**src/rtl/chase_flip_alpha_gen.sv**
```systemverilog
// ----------------------------------------------------------------------------
// chase_flip_alpha_gen
//
// Streaming front end of the Chase test-pattern path. Consumes one LLR per
// beat for a BCH codeword (bit 0 first) and tracks the two least-reliable
// positions p1 and p2. For each of them it produces alpha^p, alpha^3p,
// alpha^5p and alpha^7p in the GF(2^m) selected at the start of the frame.
// These results feed the flip-syndrome stage's flip-alpha inputs.
//
// Ports:
//   i_clk               clock
//   i_rst               synchronous active-high reset
//   i_code[1:0]         code select, sampled on the first beat of a frame
//                       00: m=6,  n=63,   x^6+x+1
//                       01: m=8,  n=255,  x^8+x^4+x^3+x^2+1
//                       1x: m=10, n=1023, x^10+x^3+1
//   i_valid             LLR beat valid
//   i_llr[LLR_W-1:0]    two's-complement soft value of the current bit
//   o_flip_alpha_Sk_1   alpha^(k*p1), k = 1,3,5,7 (S5/S7 are 0 for m=6/8)
//   o_flip_alpha_Sk_2   alpha^(k*p2), k = 1,3,5,7 (S5/S7 are 0 for m=6/8)
//   o_pos1, o_pos2      least / second-least reliable positions
//   o_flip_alpha_valid  results stable (DONE state)
//   o_busy              frame in progress (COLLECT state)
// ----------------------------------------------------------------------------
module chase_flip_alpha_gen #(
    parameter int LLR_W = 8,
    parameter int GF_W  = 10
) (
    input  logic             i_clk,
    input  logic             i_rst,
    input  logic [1:0]       i_code,
    input  logic             i_valid,
    input  logic [LLR_W-1:0] i_llr,
    output logic [GF_W-1:0]  o_flip_alpha_S1_1,
    output logic [GF_W-1:0]  o_flip_alpha_S3_1,
    output logic [GF_W-1:0]  o_flip_alpha_S5_1,
    output logic [GF_W-1:0]  o_flip_alpha_S7_1,
    output logic [GF_W-1:0]  o_flip_alpha_S1_2,
    output logic [GF_W-1:0]  o_flip_alpha_S3_2,
    output logic [GF_W-1:0]  o_flip_alpha_S5_2,
    output logic [GF_W-1:0]  o_flip_alpha_S7_2,
    output logic [9:0]       o_pos1,
    output logic [9:0]       o_pos2,
    output logic             o_flip_alpha_valid,
    output logic             o_busy
);

    localparam logic [1:0] ST_IDLE    = 2'b00;
    localparam logic [1:0] ST_COLLECT = 2'b01;
    localparam logic [1:0] ST_DONE    = 2'b10;

    localparam logic [GF_W-1:0] GF_ONE = {{(GF_W-1){1'b0}}, 1'b1};

    // One tracked candidate: reliability, position and the four powers
    // that were current when that position was seen.
    typedef struct packed {
        logic [7:0]      rel;
        logic [9:0]      pos;
        logic [GF_W-1:0] p1;
        logic [GF_W-1:0] p3;
        logic [GF_W-1:0] p5;
        logic [GF_W-1:0] p7;
    } cand_t;

    // Multiply a field element by alpha (= x), reducing by the code's polynomial.
    function automatic logic [GF_W-1:0] mul_x(input logic [GF_W-1:0] a,
                                              input logic [1:0]      code);
        logic [GF_W-1:0] t;
        t = '0;
        case (code)
            2'b00:   t[5:0] = {a[4:0], 1'b0} ^ (a[5] ? 6'h03 : 6'h00);
            2'b01:   t[7:0] = {a[6:0], 1'b0} ^ (a[7] ? 8'h1D : 8'h00);
            default: t[9:0] = {a[8:0], 1'b0} ^ (a[9] ? 10'h009 : 10'h000);
        endcase
        return t;
    endfunction

    // Multiply by alpha^k for a small constant k (at most 7).
    function automatic logic [GF_W-1:0] mul_xk(input logic [GF_W-1:0] a,
                                               input logic [1:0]      code,
                                               input int              k);
        logic [GF_W-1:0] t;
        t = a;
        for (int i = 0; i < 7; i++) begin
            t = (i < k) ? mul_x(t, code) : t;
        end
        return t;
    endfunction

    // Index of the final bit of a codeword (n-1).
    function automatic logic [9:0] last_idx(input logic [1:0] code);
        logic [9:0] r;
        case (code)
            2'b00:   r = 10'd62;
            2'b01:   r = 10'd254;
            default: r = 10'd1022;
        endcase
        return r;
    endfunction

    logic [1:0]      state_r;
    logic [1:0]      code_r;
    logic [9:0]      cnt_r;
    logic [GF_W-1:0] pw1_r, pw3_r, pw5_r, pw7_r;
    cand_t           c1_r, c2_r;

    logic            first_s;
    logic            beat_s;
    logic            last_s;
    logic [1:0]      code_s;
    logic [LLR_W-1:0] mag_s;
    logic [7:0]      rel_s;
    cand_t           sent_s, base1_s, base2_s, new_s, c1_nxt_s, c2_nxt_s;
    logic [GF_W-1:0] pw1_nxt_s, pw3_nxt_s, pw5_nxt_s, pw7_nxt_s;

    // Beat classification: a valid beat outside COLLECT is bit 0 of a new frame.
    always_comb begin
        first_s = i_valid && (state_r != ST_COLLECT);
        beat_s  = i_valid && (state_r == ST_COLLECT);
        code_s  = first_s ? i_code : code_r;
        last_s  = beat_s && (cnt_r == last_idx(code_r));
    end

    // Saturated magnitude: the most negative LLR maps to 127.
    always_comb begin
        if (i_llr[LLR_W-1]) begin
            mag_s = -i_llr;
        end else begin
            mag_s = i_llr;
        end
        if (mag_s > LLR_W'(8'd127)) begin
            rel_s = 8'd127;
        end else begin
            rel_s = mag_s[7:0];
        end
    end

    // Candidate update for the current beat; a new frame starts from sentinels
    // and unit powers so bit 0 goes through the same compare path.
    always_comb begin
        sent_s     = '0;
        sent_s.rel = 8'd128;
        if (first_s) begin
            base1_s   = sent_s;
            base2_s   = sent_s;
            new_s.pos = 10'd0;
            new_s.p1  = GF_ONE;
            new_s.p3  = GF_ONE;
            new_s.p5  = GF_ONE;
            new_s.p7  = GF_ONE;
        end else begin
            base1_s   = c1_r;
            base2_s   = c2_r;
            new_s.pos = cnt_r;
            new_s.p1  = pw1_r;
            new_s.p3  = pw3_r;
            new_s.p5  = pw5_r;
            new_s.p7  = pw7_r;
        end
        new_s.rel = rel_s;

        // Strict compares: on ties the earlier index stays in place.
        if (new_s.rel < base1_s.rel) begin
            c1_nxt_s = new_s;
            c2_nxt_s = base1_s;
        end else if (new_s.rel < base2_s.rel) begin
            c1_nxt_s = base1_s;
            c2_nxt_s = new_s;
        end else begin
            c1_nxt_s = base1_s;
            c2_nxt_s = base2_s;
        end

        pw1_nxt_s = mul_xk(new_s.p1, code_s, 1);
        pw3_nxt_s = mul_xk(new_s.p3, code_s, 3);
        pw5_nxt_s = mul_xk(new_s.p5, code_s, 5);
        pw7_nxt_s = mul_xk(new_s.p7, code_s, 7);
    end

    // Frame FSM, running powers, candidates and registered outputs.
    always_ff @(posedge i_clk) begin
        if (i_rst) begin
            state_r            <= ST_IDLE;
            code_r             <= 2'b00;
            cnt_r              <= 10'd0;
            pw1_r              <= '0;
            pw3_r              <= '0;
            pw5_r              <= '0;
            pw7_r              <= '0;
            c1_r               <= '0;
            c2_r               <= '0;
            o_flip_alpha_S1_1  <= '0;
            o_flip_alpha_S3_1  <= '0;
            o_flip_alpha_S5_1  <= '0;
            o_flip_alpha_S7_1  <= '0;
            o_flip_alpha_S1_2  <= '0;
            o_flip_alpha_S3_2  <= '0;
            o_flip_alpha_S5_2  <= '0;
            o_flip_alpha_S7_2  <= '0;
            o_pos1             <= 10'd0;
            o_pos2             <= 10'd0;
            o_flip_alpha_valid <= 1'b0;
            o_busy             <= 1'b0;
        end else begin
            case (state_r)
                ST_IDLE, ST_DONE: begin
                    if (first_s) begin
                        code_r             <= i_code;
                        cnt_r              <= 10'd1;
                        pw1_r              <= pw1_nxt_s;
                        pw3_r              <= pw3_nxt_s;
                        pw5_r              <= pw5_nxt_s;
                        pw7_r              <= pw7_nxt_s;
                        c1_r               <= c1_nxt_s;
                        c2_r               <= c2_nxt_s;
                        o_flip_alpha_valid <= 1'b0;
                        o_busy             <= 1'b1;
                        state_r            <= ST_COLLECT;
                    end
                end
                ST_COLLECT: begin
                    if (beat_s) begin
                        cnt_r <= cnt_r + 10'd1;
                        pw1_r <= pw1_nxt_s;
                        pw3_r <= pw3_nxt_s;
                        pw5_r <= pw5_nxt_s;
                        pw7_r <= pw7_nxt_s;
                        c1_r  <= c1_nxt_s;
                        c2_r  <= c2_nxt_s;
                        if (last_s) begin
                            state_r            <= ST_DONE;
                            o_busy             <= 1'b0;
                            o_flip_alpha_valid <= 1'b1;
                            o_pos1             <= c1_nxt_s.pos;
                            o_pos2             <= c2_nxt_s.pos;
                            o_flip_alpha_S1_1  <= c1_nxt_s.p1;
                            o_flip_alpha_S3_1  <= c1_nxt_s.p3;
                            o_flip_alpha_S1_2  <= c2_nxt_s.p1;
                            o_flip_alpha_S3_2  <= c2_nxt_s.p3;
                            // Only the m=10 code carries S5/S7 downstream.
                            o_flip_alpha_S5_1  <= code_r[1] ? c1_nxt_s.p5 : '0;
                            o_flip_alpha_S7_1  <= code_r[1] ? c1_nxt_s.p7 : '0;
                            o_flip_alpha_S5_2  <= code_r[1] ? c2_nxt_s.p5 : '0;
                            o_flip_alpha_S7_2  <= code_r[1] ? c2_nxt_s.p7 : '0;
                        end
                    end
                end
                default: begin
                    state_r <= ST_IDLE;
                    o_busy  <= 1'b0;
                end
            endcase
        end
    end

endmodule

```
**config.mk**
```make
export PLATFORM = sky130hd
export DESIGN_NAME = chase_flip_alpha_gen
export DESIGN_NICKNAME = d
export VERILOG_FILES = /design/src/rtl/chase_flip_alpha_gen.sv
export SDC_FILE = /design/constraint.sdc
export NUM_CORES = 1
export LEC_CHECK = 0
export ABC_AREA = 1
export BUFFER_PORTS_ARGS = -buffer_cell sky130_fd_sc_hd__buf_2
export CAP_MARGIN = 15
export CORE_UTILIZATION = 55
export CTS_CLUSTER_SIZE = 12
export DETAILED_ROUTE_END_ITERATION = 8
export PLACE_DENSITY = 0.77
export RECOVER_POWER = 25
export SYNTH_ARGS = -nofsm -noshare
export SYNTH_HDL_FRONTEND = slang
export SYNTH_SLANG_ARGS = --single-unit
```
**constraint.sdc**
```tcl
create_clock -name i_clk -period 2.75 [get_ports i_clk]
set_input_delay 0 -clock i_clk [delete_from_list [all_inputs] [get_ports i_clk]]
set_output_delay 0 -clock i_clk [all_outputs]
set_load 0.01 [all_outputs]
```
* Word-level counts from Yosys, hierarchy flattened
Cells that the tools add are included.
** Operators by class
- Add/sub/neg operators :: 2
- $lt $le $gt $ge :: 3
- Eq/ne operators :: 9
- Multiplexer cells :: 143
- Bitwise logic cells :: 48
- Reduce and logical (&&, ||, !) cells :: 13
** Operators with widths (number)
- $mux 58 :: 9
- $pmux 58 s2 :: 2
- $pmux 6 s2 :: 16
- $xor 10x4->10 :: 16
- $mux 10 :: 14
- $xor 8x5->8 :: 16
- $pmux 10 s2 :: 6
- $xor 6x2->6 :: 16
- $mux 5 :: 16
- $mux 2 :: 36
- $pmux 2 s2 :: 17
- $mux 4 :: 16
- $mux 50 :: 1
- $lt 8x8->1 :: 2
- $mux 8 :: 2
- $add 10x1->10 const B :: 1
- $eq 10x10->1 :: 1
- $reduce_and 3->1 :: 3
- $gt 8x7->1 const B :: 1
- $neg 8->8 :: 1
- $eq 2x1->1 const B :: 3
- $logic_not 2->1 :: 3
- $mux 1 :: 6
- $ne 2x2->1 const B :: 3
- other kinds (7) :: 11
** Word-level totals
- Flip-flop bits (word level) :: 272
- Input bits :: 13

* Longest topological paths before layout
- Word-level depth :: 26
- Depth in mapped cells :: 22
- Depth with buffers taken out :: 20

* Worst setup path after synthesis
No wires, ideal clock.
- Path type :: flip-flop to flip-flop
- From :: register state_r[0]
- To :: register c1_r[20] (netlist name)
- Data arrival time :: 2.923 ns
- Data required time :: 2.637 ns
- Path slack :: -0.286 ns
- Cell stages (with the launch flop) :: 20
- Path buffers :: 7
- Period minus slack after synthesis :: 3.036 ns
- Path through :: dfxtp_1 > buf_4 > nand2_4 > nand2_4 > buf_4 > buf_4 > clkbuf_1 > nand2_1 > ha_1 > a21oi_1 > nor2_1 > a211oi_2 > nand2_4 > buf_12 > buf_12 > buf_6 > nand2_2 > o21ai_2 > o21ai_1 > inv_1
** On the way
- Cells in the longest elaborated chain, start to end :: 7
** Ends and longest elaborated chain
- start, declared :: RTL line 101 : logic [1:0] state_r;
- start signal, assigned :: RTL line 183 : state_r <= ST_IDLE;
- start signal, assigned :: RTL line 218 : state_r <= ST_COLLECT;
- start signal, assigned :: RTL line 231 : state_r <= ST_DONE;
- $ne 2x1->1 :: RTL line 118 : first_s = i_valid && (state_r != ST_COLLECT);
- $logic_and 1x1->1 :: RTL line 118
- $mux 58 :: RTL line 143 : if (first_s) begin
- $lt 8x8->1 :: RTL line 163 : if (new_s.rel < base1_s.rel) begin
- $mux 58 :: RTL line 163
- $mux 58, on equally long branches :: RTL line 222, 207
- $pmux 58 s2 :: RTL line 205 : case (state_r)
- end signal, assigned :: RTL line 214 : c1_r <= c1_nxt_s;
- end signal, assigned :: RTL line 228 : c1_r <= c1_nxt_s;
- end, declared :: RTL line 105 : cand_t c1_r, c2_r;
Parallel ways exist; a longest one is shown, timed or not. The select of a mux whose other input is x is not followed.
A chain may end at the register's enable or synchronous reset.

* Final worst setup path
- From :: register state_r[1]
- To :: register o_flip_alpha_S1_2[0]
** On the way
- Cells in the longest elaborated chain, start to end :: 6
** Ends and longest elaborated chain
- $ne 2x1->1 :: RTL line 118
- $logic_and 1x1->1 :: RTL line 118
- $mux 58 :: RTL line 143
- $lt 8x8->1 :: RTL line 166 : end else if (new_s.rel < base2_s.rel) begin
- $mux 58 :: RTL line 166
- $mux 58 :: RTL line 163
- end signal, assigned :: RTL line 238 : o_flip_alpha_S1_2 <= c2_nxt_s.p1;
- end, declared :: RTL line 38 : output logic [GF_W-1:0] o_flip_alpha_S1_2,
Parallel ways exist; a longest one is shown, timed or not.

==> impl_metrics.py <==
metrics = {
    "global_routing": {
        "grt_max_degree": 216,
        "grt_pass1_vias": 14600,
        "grt_pass1_wl_um": 70900,
        "overflow": 0,
        "antenna_found_initial": 0,
        "grt_util_all_layers_pct": 30.0,
    },
    "layout": {
        "fillCellCount": 2543,
        "multiInputGateArea_mm2": 0.00777,
        "seq_area_mm2": 0.00545,
        "final_nets": 2593,
        "syn2layout_area_growth_pct": 15.0,
        "mostFrequentLayoutCell": "nand2_1",
        "drive_gt1_share_pct": 9.36,
        "reg_top3": "c1_r (58), c2_r (58)",
        "final_cell_mix": "578 x nand2_1, 387 x inv_1, 272 x dfxtp_1",
        "diodes": 0,
    },
    "die": {
        "start_util_pct": 56.5,
        "io_pins": 115,
        "die_w_um": 169,
        "die-area_mm2": 0.0286,
        "core_area_mm2": 0.0272,
        "fp-row-count": 60,
        "die_h_um": 169,
    },
    "cts": {
        "h-tree-depth": 1,
        "cts_tree": "yes",
        "clk_path_buf_depth": 3,
        "clock-root-buffer": "clkbuf_16",
        "clk_latency_ns": 0.56,
        "cts_sinks": 272,
        "path_clk_slew_ns": 0.06,
        "cts_buffers": 30,
    },
    "synth": {
        "synth-async-reset-ratio_pct": 0,
        "ys_seq_elements": 272,
        "ys_types": 45,
        "synthCells": 2453,
        "synth_top_area_share_pct": 35.5,
        "synth_seq_area_share_pct": 35.5,
        "ys_warn_count": 0,
        "avgSynthCellArea_um2": 6.26,
        "yosys.area.top_type": "dfxtp_1",
        "syn_area_mm2": 0.0154,
        "synth_edf_count": 0,
        "synth.area.top_cells": "dfxtp_1 35%, nand2_1 14%, inv_1 9.5%, nand3_1 7.8%, a21oi_1 6.9%",
        "synth_ff_type": "dfxtp_1",
    },
    "timing": {
        "final.hold.worst_slack_ns": 0.0308,
        "final_max_slew_viol_count": 0,
        "period_share_pct": 92.9,
        "fin_skew_ns": 0.00851,
        "worst_pin_slew_ns": 1.02,
        "hold_viol_final": 0,
        "setup_violations": 0,
        "fmax_ghz": 0.392,
        "grt_setup_unrepaired": "false",
        "tns_ns": 0,
        "fin_crit_ns": 2.55,
        "slew_headroom_pct": 32.0,
    },
    "power": {
        "ir_worst_vdd_mv": 0.498,
        "p_leak_nw": 8.38,
        "p_per_area_mw_per_mm2": 622,
    },
    "placement": {
        "gp_congestion": 0.921,
        "io_buffers": 114,
        "hpwl_um": 28500,
    },
    "worst_setup_path": {
        "path_class": "reg2reg",
        "start_kind": "register",
        "crit_path_end_kind": "register",
        "cp_max_fo": 31,
        "worstPathRequired_ns": 3.25,
        "worstPathArrival_ns": 3.06,
    },
    "drt": {
        "totalWireLength_um": 43600,
        "firstDrtPassIters": 6,
        "initialDrtViolationCount": 1561,
        "num_vias": 16000,
        "ant_nets": 0,
        "route.detailed.drc": 0,
        "post_drt_wl_per_cell_um": 14.7,
        "viasPerCell": 5.40,
    },
    "run": {
        "drv_cap": 0,
    },
    "status": {
        "status": "complete, no violations",
    },
    "worst_hold_path": {
        "hold_class": "in2reg",
    },
}
## report_power, final
| part | leakage [nW] | internal, W | switching [W] |
|---|---|---|---|
| Sequential | 2.22 | 0.00414 | 0.0000759 |
| Clock | 0.476 | 0.00236 | 0.00164 |
| Combinational | 5.68 | 0.000956 | 0.00181 |
## synth_stat cells, types with 6 or more instances
library cell  instances
o211ai_1             23
nor2_1              265
o21ai_2              12
xor2_1               20
nand2_2              17
a31oi_1               6
o21ai_1              23
buf_4                10
buf_6                11
ha_1                 17
o21ai_0             165
clkbuf_1             80
nand3_1             240
dfxtp_1             272
nand2_1             579
inv_1               389
xnor2_1               7
buf_2                31
nand3b_1              8
a21oi_1             212
nor2_4                6
buf_1                16
## area by class of cell
class,instances,area share (%)
tap,372,2.64
sequential,272,30.8
clock buffer,46,4.94
inverter,396,8.47
clock inverter,8,0.553
timing repair buffer,226,8.57
multi-input combinational,1637,44.0
## stage by stage
stage                     setup WS [ns]  util, %  instances  cell area (um2)  power, W
final                             0.196     65.0       2957            17700    0.0110
after global routing             0.0194     65.0       2957            17700    0.0115
after CTS                        0.0676     65.2       2955            17700    0.0110
after detailed placement         -0.129     61.6       2899            16700   0.00698
after global placement          -0.0303     61.6       2899            16700   0.00691
after floorplan                  0.0126        -       2454            15400   0.00628
## per-layer routing
layer / up-vias / GRT usage (%) / part of all wire [%]
met5: - / 0 / 0
li1: 7924 / - / -
met1: 7371 / 38.5 / 43
met3: 96 / 3.53 / 6.6
met2: 578 / 52.2 / 48
met4: 0 / 10.3 / 2.7
## path summary, 6_finish.rpt
path	from	depth (start not counted)	to	slack [ns]
worst max-delay path	state_r[1]$_SDFFE_PP0P_	15	o_flip_alpha_S1_2[0]$_SDFFE_PP0P_	0.20
worst min register to register	c1_r[55]$_SDFFE_PP0P_	2	c1_r[55]$_SDFFE_PP0P_	0.46
worst min-delay path	i_llr[2]	5	c1_r[52]$_SDFFE_PP0P_	0.03
worst max register to register	state_r[1]$_SDFFE_PP0P_	15	o_flip_alpha_S1_2[0]$_SDFFE_PP0P_	0.20
## worst max-delay path: stages, from the launching register on
cell and delay, ns:
dfxtp_1 0.37, inv_2 0.07, nand2_4 0.11, nand2_8 0.11, nand2_1 0.19, ha_4 0.23, a21oi_2 0.13, nor2_2 0.07
a211oi_4 0.30, nand2_8 0.19, inv_4 0.13, buf_12 0.21, nand2_1 0.10, nand3_1 0.14, nand2_1 0.07, inv_1 0.05
## what timing repair did
action	4_1_cts	5_1_grt
buffers inserted	0	1
gates resized for setup	0	7
setup endpoints to repair	0	59
hold buffers	2	0
hold endpoints to repair	3	0
## logic make-up after synthesis
kind of cell,count (synthesis),share of synthesized area (%)
other,1,0.0244
and+or+nand+nor,1137,31.2
AOI/OAI and AO/OA,453,15.8
adders and majority gates,17,1.39
xor gates and xnor gates,27,1.54
DFF,272,35.5
buffers and inverters,546,14.6
(Power assumes the default switching activity.)
